===== src/rtl/anc_scheduler.sv =====
// Per-sample sequencer for the ANC datapath: lowpass -> NLMS -> FIR stage starts with stage timeout and overrun tracking.
// Optional feature macro ANC_SCHED_PENDING_EN: holds one busy-time sample request and launches it after the current sample.
module anc_scheduler #(
  parameter int unsigned TIMEOUT_CYCLES = 255
) (
  input  logic        clk_in,
  input  logic        rst_in,
  input  logic        sample_ready_in,
  input  logic        nc_on_in,
  input  logic        adapt_en_in,
  output logic        lp_start_out,
  input  logic        lp_done_in,
  output logic        lms_start_out,
  input  logic        lms_done_in,
  output logic        fir_start_out,
  input  logic        fir_done_in,
  output logic        sample_done_out,
  output logic        busy_out,
  output logic        overrun_out,
  output logic        timeout_out,
  output logic [15:0] overrun_count_out,
  output logic [2:0]  state_out
);

  localparam int unsigned CNT_W = 16;
  localparam logic [CNT_W-1:0] WAIT_LIMIT = CNT_W'(TIMEOUT_CYCLES - 1);
  localparam logic [CNT_W-1:0] CNT_MAX = '1;

  typedef enum logic [2:0] {
    ST_IDLE = 3'd0,
    ST_LP   = 3'd1,
    ST_LMS  = 3'd2,
    ST_FIR  = 3'd3,
    ST_DONE = 3'd4
  } state_t;

  state_t           state_q, state_d;
  logic [CNT_W-1:0] wait_q, wait_d, ovr_cnt_d;
  logic             nc_q, nc_d, adapt_q, adapt_d;
  logic             lp_start_d, lms_start_d, fir_start_d, sample_done_d;
  logic             busy_d, overrun_d, timeout_d;
  logic             waiting, awaited_done, expired, launch, abort;
`ifdef ANC_SCHED_PENDING_EN
  logic             pend_q, pend_d;
`endif

  // Next-state and next-output logic
  always_comb begin
    state_d       = state_q;
    nc_d          = nc_q;
    adapt_d       = adapt_q;
    lp_start_d    = 1'b0;
    lms_start_d   = 1'b0;
    fir_start_d   = 1'b0;
    sample_done_d = 1'b0;
    overrun_d     = 1'b0;
    timeout_d     = 1'b0;
    ovr_cnt_d     = overrun_count_out;
    launch        = 1'b0;
    abort         = 1'b0;
    awaited_done  = 1'b0;
`ifdef ANC_SCHED_PENDING_EN
    pend_d        = pend_q;
`endif
    waiting = (state_q == ST_LP) || (state_q == ST_LMS) || (state_q == ST_FIR);
    expired = (wait_q >= WAIT_LIMIT);

    // Busy-time requests: park one if a pending slot exists, otherwise drop it
    if (waiting && sample_ready_in) begin
`ifdef ANC_SCHED_PENDING_EN
      if (!pend_q) pend_d = 1'b1;
      else         overrun_d = 1'b1;
`else
      overrun_d = 1'b1;
`endif
    end
    if (overrun_d && (overrun_count_out != CNT_MAX)) ovr_cnt_d = overrun_count_out + CNT_W'(1);

    case (state_q)
      ST_IDLE: begin
`ifdef ANC_SCHED_PENDING_EN
        launch = sample_ready_in || pend_q;
`else
        launch = sample_ready_in;
`endif
      end
      ST_LP: begin
        awaited_done = lp_done_in;
        if (lp_done_in) begin
          if (!nc_q) begin
            state_d       = ST_DONE;
            sample_done_d = 1'b1;
          end else if (adapt_q) begin
            state_d     = ST_LMS;
            lms_start_d = 1'b1;
          end else begin
            state_d     = ST_FIR;
            fir_start_d = 1'b1;
          end
        end
      end
      ST_LMS: begin
        awaited_done = lms_done_in;
        if (lms_done_in) begin
          state_d     = ST_FIR;
          fir_start_d = 1'b1;
        end
      end
      ST_FIR: begin
        awaited_done = fir_done_in;
        if (fir_done_in) begin
          state_d       = ST_DONE;
          sample_done_d = 1'b1;
        end
      end
      ST_DONE: begin
        state_d = ST_IDLE;
`ifdef ANC_SCHED_PENDING_EN
        launch = sample_ready_in || pend_q;
`else
        launch = sample_ready_in;
`endif
      end
      default: state_d = ST_IDLE;
    endcase

    // A done arriving on the limit cycle wins over the timeout
    if (waiting && !awaited_done && expired) begin
      abort     = 1'b1;
      timeout_d = 1'b1;
      state_d   = ST_IDLE;
`ifdef ANC_SCHED_PENDING_EN
      launch    = pend_q;
`endif
    end

    if (launch) begin
      state_d    = ST_LP;
      lp_start_d = 1'b1;
      nc_d       = nc_on_in;
      adapt_d    = adapt_en_in;
`ifdef ANC_SCHED_PENDING_EN
      pend_d     = !abort && pend_q && sample_ready_in;
`endif
    end

    busy_d = (state_d != ST_IDLE);
    wait_d = (waiting && (state_d == state_q)) ? wait_q + CNT_W'(1) : '0;
  end

  // State and output registers
  always_ff @(posedge clk_in or posedge rst_in) begin
    if (rst_in) begin
      state_q           <= ST_IDLE;
      wait_q            <= '0;
      nc_q              <= 1'b0;
      adapt_q           <= 1'b0;
      lp_start_out      <= 1'b0;
      lms_start_out     <= 1'b0;
      fir_start_out     <= 1'b0;
      sample_done_out   <= 1'b0;
      busy_out          <= 1'b0;
      overrun_out       <= 1'b0;
      timeout_out       <= 1'b0;
      overrun_count_out <= '0;
`ifdef ANC_SCHED_PENDING_EN
      pend_q            <= 1'b0;
`endif
    end else begin
      state_q           <= state_d;
      wait_q            <= wait_d;
      nc_q              <= nc_d;
      adapt_q           <= adapt_d;
      lp_start_out      <= lp_start_d;
      lms_start_out     <= lms_start_d;
      fir_start_out     <= fir_start_d;
      sample_done_out   <= sample_done_d;
      busy_out          <= busy_d;
      overrun_out       <= overrun_d;
      timeout_out       <= timeout_d;
      overrun_count_out <= ovr_cnt_d;
`ifdef ANC_SCHED_PENDING_EN
      pend_q            <= pend_d;
`endif
    end
  end

  assign state_out = state_q;

endmodule


===== config.mk =====
export PLATFORM = sky130hd
export DESIGN_NAME = anc_scheduler
export DESIGN_NICKNAME = d
export VERILOG_FILES = /design/src/rtl/anc_scheduler.sv
export SDC_FILE = /design/constraint.sdc
export NUM_CORES = 1
export LEC_CHECK = 0
export ABC_AREA = 1
export CORE_MARGIN = 2
export CORE_UTILIZATION = 55
export CTS_BUF_LIST = sky130_fd_sc_hd__clkbuf_2 sky130_fd_sc_hd__clkbuf_4 sky130_fd_sc_hd__clkbuf_8
export DETAILED_ROUTE_END_ITERATION = 8
export PLACE_DENSITY = 0.93
export SYNTH_ARGS = -nofsm -noshare
export SYNTH_HDL_FRONTEND = slang
export SYNTH_SLANG_ARGS = --single-unit

===== constraint.sdc =====
create_clock -name clk_in -period 2.22 [get_ports clk_in]
set_input_delay 0.333 -clock clk_in [delete_from_list [all_inputs] [get_ports clk_in]]
set_output_delay 0.333 -clock clk_in [all_outputs]
set_load 0.05 [all_outputs]

==> results of run 1 <==
[stage by stage]
step | instances | utilization [%] | setup WS, ps
2_1_floorplan | 226 | - | 348
3_3_place_gp | 307 | 67.6 | 313
3_5_place_dp | 307 | 67.6 | 257
4_1_cts | 314 | 69.8 | 217
5_1_grt | 314 | 69.8 | 123
6_report | 314 | 69.8 | 216
[per-layer routing]
| layer | GRT usage (%) | vias up | share of wire (%) |
|---|---|---|---|
| met2 | 35.7 | 43 | 52 |
| met1 | 24.9 | 739 | 42 |
| li1 | - | 786 | - |
| met5 | 0 | - | 0 |
| met4 | 7.71 | 0 | 1.4 |
| met3 | 5.21 | 6 | 4.2 |
[registers in the layout, summed over array words and instances (netlist names)]
| signal | cells |
|---|---|
| adapt_q | 1 |
| busy_out | 1 |
| fir_start_out | 1 |
| lms_start_out | 1 |
| lp_start_out | 1 |
| nc_q | 1 |
| overrun_count_out | 16 |
| overrun_out | 1 |
| sample_done_out | 1 |
| state_out | 3 |
| timeout_out | 1 |
| wait_q | 16 |
[report_power, final]
part	leakage, nW	internal (W)	switching (W)
combinational	0.519	0.000412	0.000914
clock	0.0400	0.000213	0.000249
sequential	0.575	0.000953	0.000152
total	1.13	0.00158	0.00132
[cell families (layout without fill, tap and decap cells)]
family,Yosys count,in the layout,share of synthesized area [%]
other,1,7,0.185
and+or+nand+nor,112,112,25.9
AOI/OAI and AO/OA,13,13,3.57
adders and majority gates,3,3,1.85
DFF,44,44,54.2
buffers and inverters,27,67,5.73
xor gates and xnor gates,20,20,8.62
[area by class of cell]
| class | count | area [um^2] |
|---|---|---|
| well taps | 48 | 60.1 |
| clock inverters | 2 | 12.5 |
| multi-input cells | 155 | 837 |
| fillers | 263 | 1090 |
| flip-flops and latches | 44 | 1100 |
| inverters | 25 | 93.8 |
| repair buffers | 35 | 345 |
| clock buffers | 5 | 68.8 |
[Yosys cell counts]
| master | count |
|---|---|
| nand3b_1 | 1 |
| nor2_4 | 1 |
| nor2_2 | 1 |
| xor2_1 | 8 |
| o21ai_0 | 8 |
| nor3b_1 | 1 |
| inv_2 | 2 |
| conb_1 | 1 |
| nand4_1 | 6 |
| nand3_4 | 1 |
| xnor2_1 | 12 |
| nor3_1 | 14 |
| buf_6 | 2 |
| nand2_1 | 46 |
| nor2_1 | 24 |
| ha_1 | 3 |
| a21oi_1 | 2 |
| o21ai_1 | 1 |
| nand3_2 | 1 |
| a21oi_2 | 2 |
| dfrtp_1 | 44 |
| nand2_2 | 1 |
| nor3_4 | 1 |
| nor4_1 | 2 |
| nand3_1 | 12 |
| inv_1 | 23 |
[worst paths after layout]
path                                 startpoint                    end  slack [ps]  cells past startpoint
max                                state_out[0]           state_out[0]         220                      1
min                                      rst_in  overrun_count_out[13]         460                      3
max reg2reg                        state_out[0]  overrun_count_out[12]         320                      9
min reg2reg                overrun_count_out[8]   overrun_count_out[8]         520                      1
max in group asynchronous                rst_in              wait_q[1]        1390                      3
min in group clk_in        overrun_count_out[8]   overrun_count_out[8]         520                      1
==> implementation parameters, run 1 <==
Parameter                              Value

Floorplan
  Area of the core    3610 um^2
  Standard-cell row count    22
  Initial Util    56.3%
  Height of the die    64.8 um
  Total Die Area    4200 um^2
  Number of top-level pins    34
  Chip width    64.8 um

Timing
  Slew Limit Headroom    65.0%
  Final critical path time including I/O delays and setup    2000 ps
  Total of endpoints with negative setup slack in the final report    0
  Final Hold Slack    460 ps
  Final worst path period share    90.3%
  Number of pins exceeding their max-slew limit in the final report    0
  Setup TNS    0 ps
  Final hold viol count    0
  Setup repair after global routing missed its margin    false
  Clock skew    4.66 ps
  Tightest Pin Transition    525 ps
  FMAX    0.499 GHz

Critical path
  Ordered list of cells on the worst path    clkdlybuf4s50_1
  Stage delay of the slowest cell on the critical path    870 ps
  Count of buffering cells on the critical path with inverters included    1
  Crit path launch type    flip-flop
  Kind of cell adding the most delay to the critical path    buffers and inverters
  Startpoint-to-endpoint class of the critical path    flip-flop to primary output
  Worst-path fanout max    9
  Capturing element type of the critical path    primary output
  WP data arrival    1670 ps
  CP max-delay cell    clkdlybuf4s50_1
  Data required time at the worst endpoint    1890 ps

Placement
  Global placer's final weighted congestion    0.839
  Post-DP HPWL    2.83 mm
  Placement Cell Area    2440 um^2
  Total of buffers placed on input and output ports    33

Route
  Number of antenna-violating nets in the routed design    0
  DRC violations left    0
  Vias per cell    5.01
  Average wire per standard cell    12.3 um
  Routed via count    1574
  Total routed wirelength    3.86 mm
  Starting DRC count in detailed routing    77
  First-pass iteration count of the detailed router    5

Clocking
  Clock latency reported for the late side of the worst-skew pair    290 ps
  CTS root buffer    clkbuf_8
  Hold_buf cts    0
  Cells resized by post-CTS repair    0
  Clock buffers created by TritonCTS    5
  Clock H-tree levels    2
  Maximum root-to-sink buffer count    2
  Clock tree from TritonCTS    yes
  Number of clock sinks seen by CTS    44
  Post-CTS setup buffers    0
  Clk slew on worst S/H paths    80 ps

Final layout
  Leading cell types in the layout, fill and taps excluded    nand2_1 (46), dfrtp_1 (44), clkdlybuf4s50_1 (33), nor2_1 (24), inv_1 (22)
  Number of nets in the finished design    277
  Ratio of cells with drive above 1 in the final layout    7.14%
  Area Growth Syn to Fin    24.0%
  Leading cell type in the layout, fill and taps excluded    nand2_1
  Count of antenna diodes in the layout    0
  Post-route cell area    2520 um^2

Global routing
  Maximum number of pins on one net before global-route repair    45
  Remaining global-route overflow    0
  Wire length of the first global-routing pass    6.60 mm
  Tot GR Track Use    20.7%
  Number of antenna violations at the first check in global routing    0
  Vias in the first global route    1549

Synthesis
  Cell type contributing the most total cell area after synthesis    dfrtp_1
  Seq cells post-synth    44
  Mean cell area of the mapped netlist    9.24 um^2
  Fraction of post-synthesis cell area in the top cell type by area    54.2%
  Sequential share of the synthesized area    54.2%
  Synth Cell Area    2030 um^2
  Number of instances in the synthesized netlist    220
  Main area contributors after synthesis    dfrtp_1 (54%), nand2_1 (8.5%), xnor2_1 (5.2%), nor2_1 (4.4%), inv_1 (4.2%)
  Total of warnings raised by yosys    0
  Number of distinct standard cells referenced by the synthesized netlist    26

Pwr
  Power per standard cell area    1150 nW/um^2
  Leakage power figure    1.13 nW
  Total power    0.00289 W
  IR Drop Worst-Case VDD    1.14 mV

Hold path
  Worst min-delay path class    input pin to asynchronous set/reset pin

Outcome
  Run status    finished, final reports clean

Flow run
  Count of maximum capacitance violations    0
No activity file was read; power rests on OpenSTA's default activity.
==> run 2: changes to the inputs <==
- CORE_ASPECT_RATIO: unset -> 2
==> run 2 against run 1 <==
  * Routed wire length increased by 12%
  * Count of clock-buffer cells in the layout rose by 2
  * Register-to-register slack worse by 50 ps
  * Sequential share of layout area shrank 1.2 points
  * Via count rose by 4.6%
==> implementation parameters, run 2 (synthesized netlist as in run 1, its figures left out) <==
Parameter                              Value

Timing
  Clock skew    5.89 ps (+1.23 ps)
  FMAX    0.492 GHz (-1.3%)
  Total of endpoints with negative setup slack in the final report    0 (unchanged)
  Tightest Pin Transition    505 ps (-20.1 ps)
  Number of pins exceeding their max-slew limit in the final report    0 (unchanged)
  Final critical path time including I/O delays and setup    2030 ps (+26.8 ps)
  Setup TNS    0 ps (unchanged)
  Final hold viol count    0 (unchanged)
  Final worst path period share    91.5% (+1.2 points)
  Setup repair after global routing missed its margin    false
  Slew Limit Headroom    66.2% (+1.2 points)

Clocking
  Clock H-tree levels    2 (unchanged)
  Clk slew on worst S/H paths    80 ps (about the same)
  Hold_buf cts    0 (unchanged)
  Clock buffers created by TritonCTS    5 (unchanged)
  Post-CTS setup buffers    0 (unchanged)
  CTS root buffer    clkbuf_8
  Maximum root-to-sink buffer count    2 (unchanged)
  Cells resized by post-CTS repair    0 (unchanged)
  Clock tree from TritonCTS    yes
  Clock latency reported for the late side of the worst-skew pair    290 ps (about the same)
  Number of clock sinks seen by CTS    44 (unchanged)

Pwr
  Switching pwr    0.00137 W (+4.0%)
  Switching share of power    43.5% (-1.9 points)
  Clock power share    20.8% (+4.8 points)
  Cell-internal power    0.00177 W (+12%)
  Combinational cell fraction of total power    43.7% (-2.1 points)
  Leakage power figure    1.18 nW (+3.8%)
  Power per standard cell area    1210 nW/um^2 (+5.7%)
  IR Drop Worst-Case VDD    1.16 mV (+1.6%)
  Reg power frac    35.5% (-2.7 points)

Critical path
  Worst-path fanout max    9 (unchanged)
  Capturing point of the worst reg2reg path    overrun_count_out[11]
  WP data arrival    1700 ps (+30 ps)
  Depth of the worst register-to-register path    9 (unchanged)
  Setup slack of the most critical reg-to-reg path    270 ps (-50 ps)
  Capturing element type of the critical path    primary output
  Ordered list of cells on the worst path    clkdlybuf4s50_1
  Count of buffering cells on the critical path with inverters included    1 (unchanged)
  CP max-delay cell    clkdlybuf4s50_1
  Crit path launch type    flip-flop
  Data required time at the worst endpoint    1890 ps (about the same)
  Worst R2R Start    state_out[0]
  Startpoint-to-endpoint class of the critical path    flip-flop to primary output
  Origin of the worst setup path    state_out[0]
  Stage delay of the slowest cell on the critical path    870 ps (about the same)
  Kind of cell adding the most delay to the critical path    buffers and inverters

Global routing
  Remaining global-route overflow    0 (unchanged)
  Number of antenna violations at the first check in global routing    0 (unchanged)
  Vias in the first global route    1683 (+8.7%)
  Maximum number of pins on one net before global-route repair    20 (-56%)
  Tot GR Track Use    23.8% (+3.1 points)
  Wire length of the first global-routing pass    7.25 mm (+9.8%)

Final layout
  Post-route cell area    2590 um^2 (+2.7%)
  Filler cell count    272 (+3.4%)
  Leading cell types in the layout, fill and taps excluded    nand2_1 (46), dfrtp_1 (44), clkdlybuf4s50_1 (33), nor2_1 (24), inv_1 (23)
  Combined flip-flop and latch cell area    1100 um^2 (unchanged)
  Ratio of cells with drive above 1 in the final layout    8.52% (+1.4 points)
  Multi-input gate area in the final layout    837 um^2 (unchanged)
  Area Growth Syn to Fin    27.3%
  Leading cell type in the layout, fill and taps excluded    nand2_1
  Final Instance Count excl. Fillers    319 (+1.6%)
  Number of nets in the finished design    280 (+1.1%)
  Count of antenna diodes in the layout    0 (unchanged)

Route
  Average wire per standard cell    13.6 um (+10%)
  First-pass iteration count of the detailed router    4 (-1)
  Vias per cell    5.16 (+3.0%)
  Total routed wirelength    4.32 mm (+12%)
  Number of antenna-violating nets in the routed design    0 (unchanged)
  DRC violations left    0 (unchanged)
  Starting DRC count in detailed routing    42 (-45%)
  Routed via count    1647 (+4.6%)

Floorplan
  Area of the core    3570 um^2 (-1.0%)
  Height of the die    90.0 um (+39%)
  Number of top-level pins    34 (unchanged)
  Total Die Area    4230 um^2 (+0.71%)
  Chip width    47.0 um (-27%)
  Initial Util    56.9% (+0.59 points)
  Standard-cell row count    31 (+41%)

Hold path
  Worst min-delay path class    input pin to asynchronous set/reset pin

Placement
  Post-DP HPWL    3.25 mm (+15%)
  Global placer's final weighted congestion    0.938 (+12%)
  Total of buffers placed on input and output ports    33 (unchanged)
  Placed insts    311 (+1.3%)
  Placement Cell Area    2460 um^2 (+0.98%)

Outcome
  Run status    finished, final reports clean

Flow run
  Count of maximum capacitance violations    0 (unchanged)
[run 2: cell types whose count changed in the layout (fill, tap and decap cells not counted)]
cell / delta
buf_4: +3
clkbuf_8: +2
bufinv_16: +1
clkinv_1: -1
clkinv_2: -1
clkinvlp_4: -1
inv_1: +1
[run 2: layer usage]
| metal | vias to the layer above | GRT usage (%) | wire length (um) | share of wire, % |
|---|---|---|---|---|
| met2 | 55 | 42.5 | 2490 | 58 |
| met3 | 19 | 3.82 | 173 | 4.0 |
| met4 | 0 | 13.0 | 180 | 4.2 |
| li1 | 789 | - | - | - |
| met5 | - | 0 | 0 | 0 |
| met1 | 784 | 23.5 | 1480 | 34 |
[run 2: worst max-delay path by stage]
| stage | to | slack [ps] | cells past startpoint |
|---|---|---|---|
| after floorplan | overrun_count_out[7] | 350 | 10 |
| after global placement | overrun_count_out[12] | 340 | 8 |
| after detailed placement | overrun_count_out[11] | 280 | 8 |
| after CTS | state_out[0] | 190 | 1 |
| after global routing | wait_q[1] | 100 | 10 |
| final | state_out[0] | 190 | 1 |
[run 2: area by class of cell]
| class | count | area share (%) |
|---|---|---|
| clock inverters | 1 | 1.16 |
| repair buffers | 38 | 14.2 |
| inverters | 25 | 3.63 |
| multi-input cells | 155 | 32.4 |
| flip-flops and latches | 44 | 42.6 |
| well taps | 49 | 2.37 |
| clock buffers | 7 | 3.72 |
[run 2: power groups by stage]
| stage | registers (W) | clock network, W | logic [W] |
|---|---|---|---|
| 5_1_grt | 0.00113 | 0.000685 | 0.00149 |
| 4_1_cts | 0.00111 | 0.000662 | 0.00137 |
| 3_5_place_dp | 0.00113 | 0 | 0.00135 |
| 6_report | 0.00112 | 0.000655 | 0.00137 |
| 2_1_floorplan | 0.00149 | 0 | 0.000586 |
| 3_3_place_gp | 0.00112 | 0 | 0.00132 |
[run 2: stage by stage]
stage,total power (W),utilization [%],worst slack [ps],hold slack (ps)
floorplan,0.00208,-,348,454
global placement,0.00244,69.0,337,502
detailed placement,0.00248,69.0,284,517
CTS,0.00315,72.5,188,407
global route,0.00331,72.5,100,464
finish,0.00314,72.5,189,405
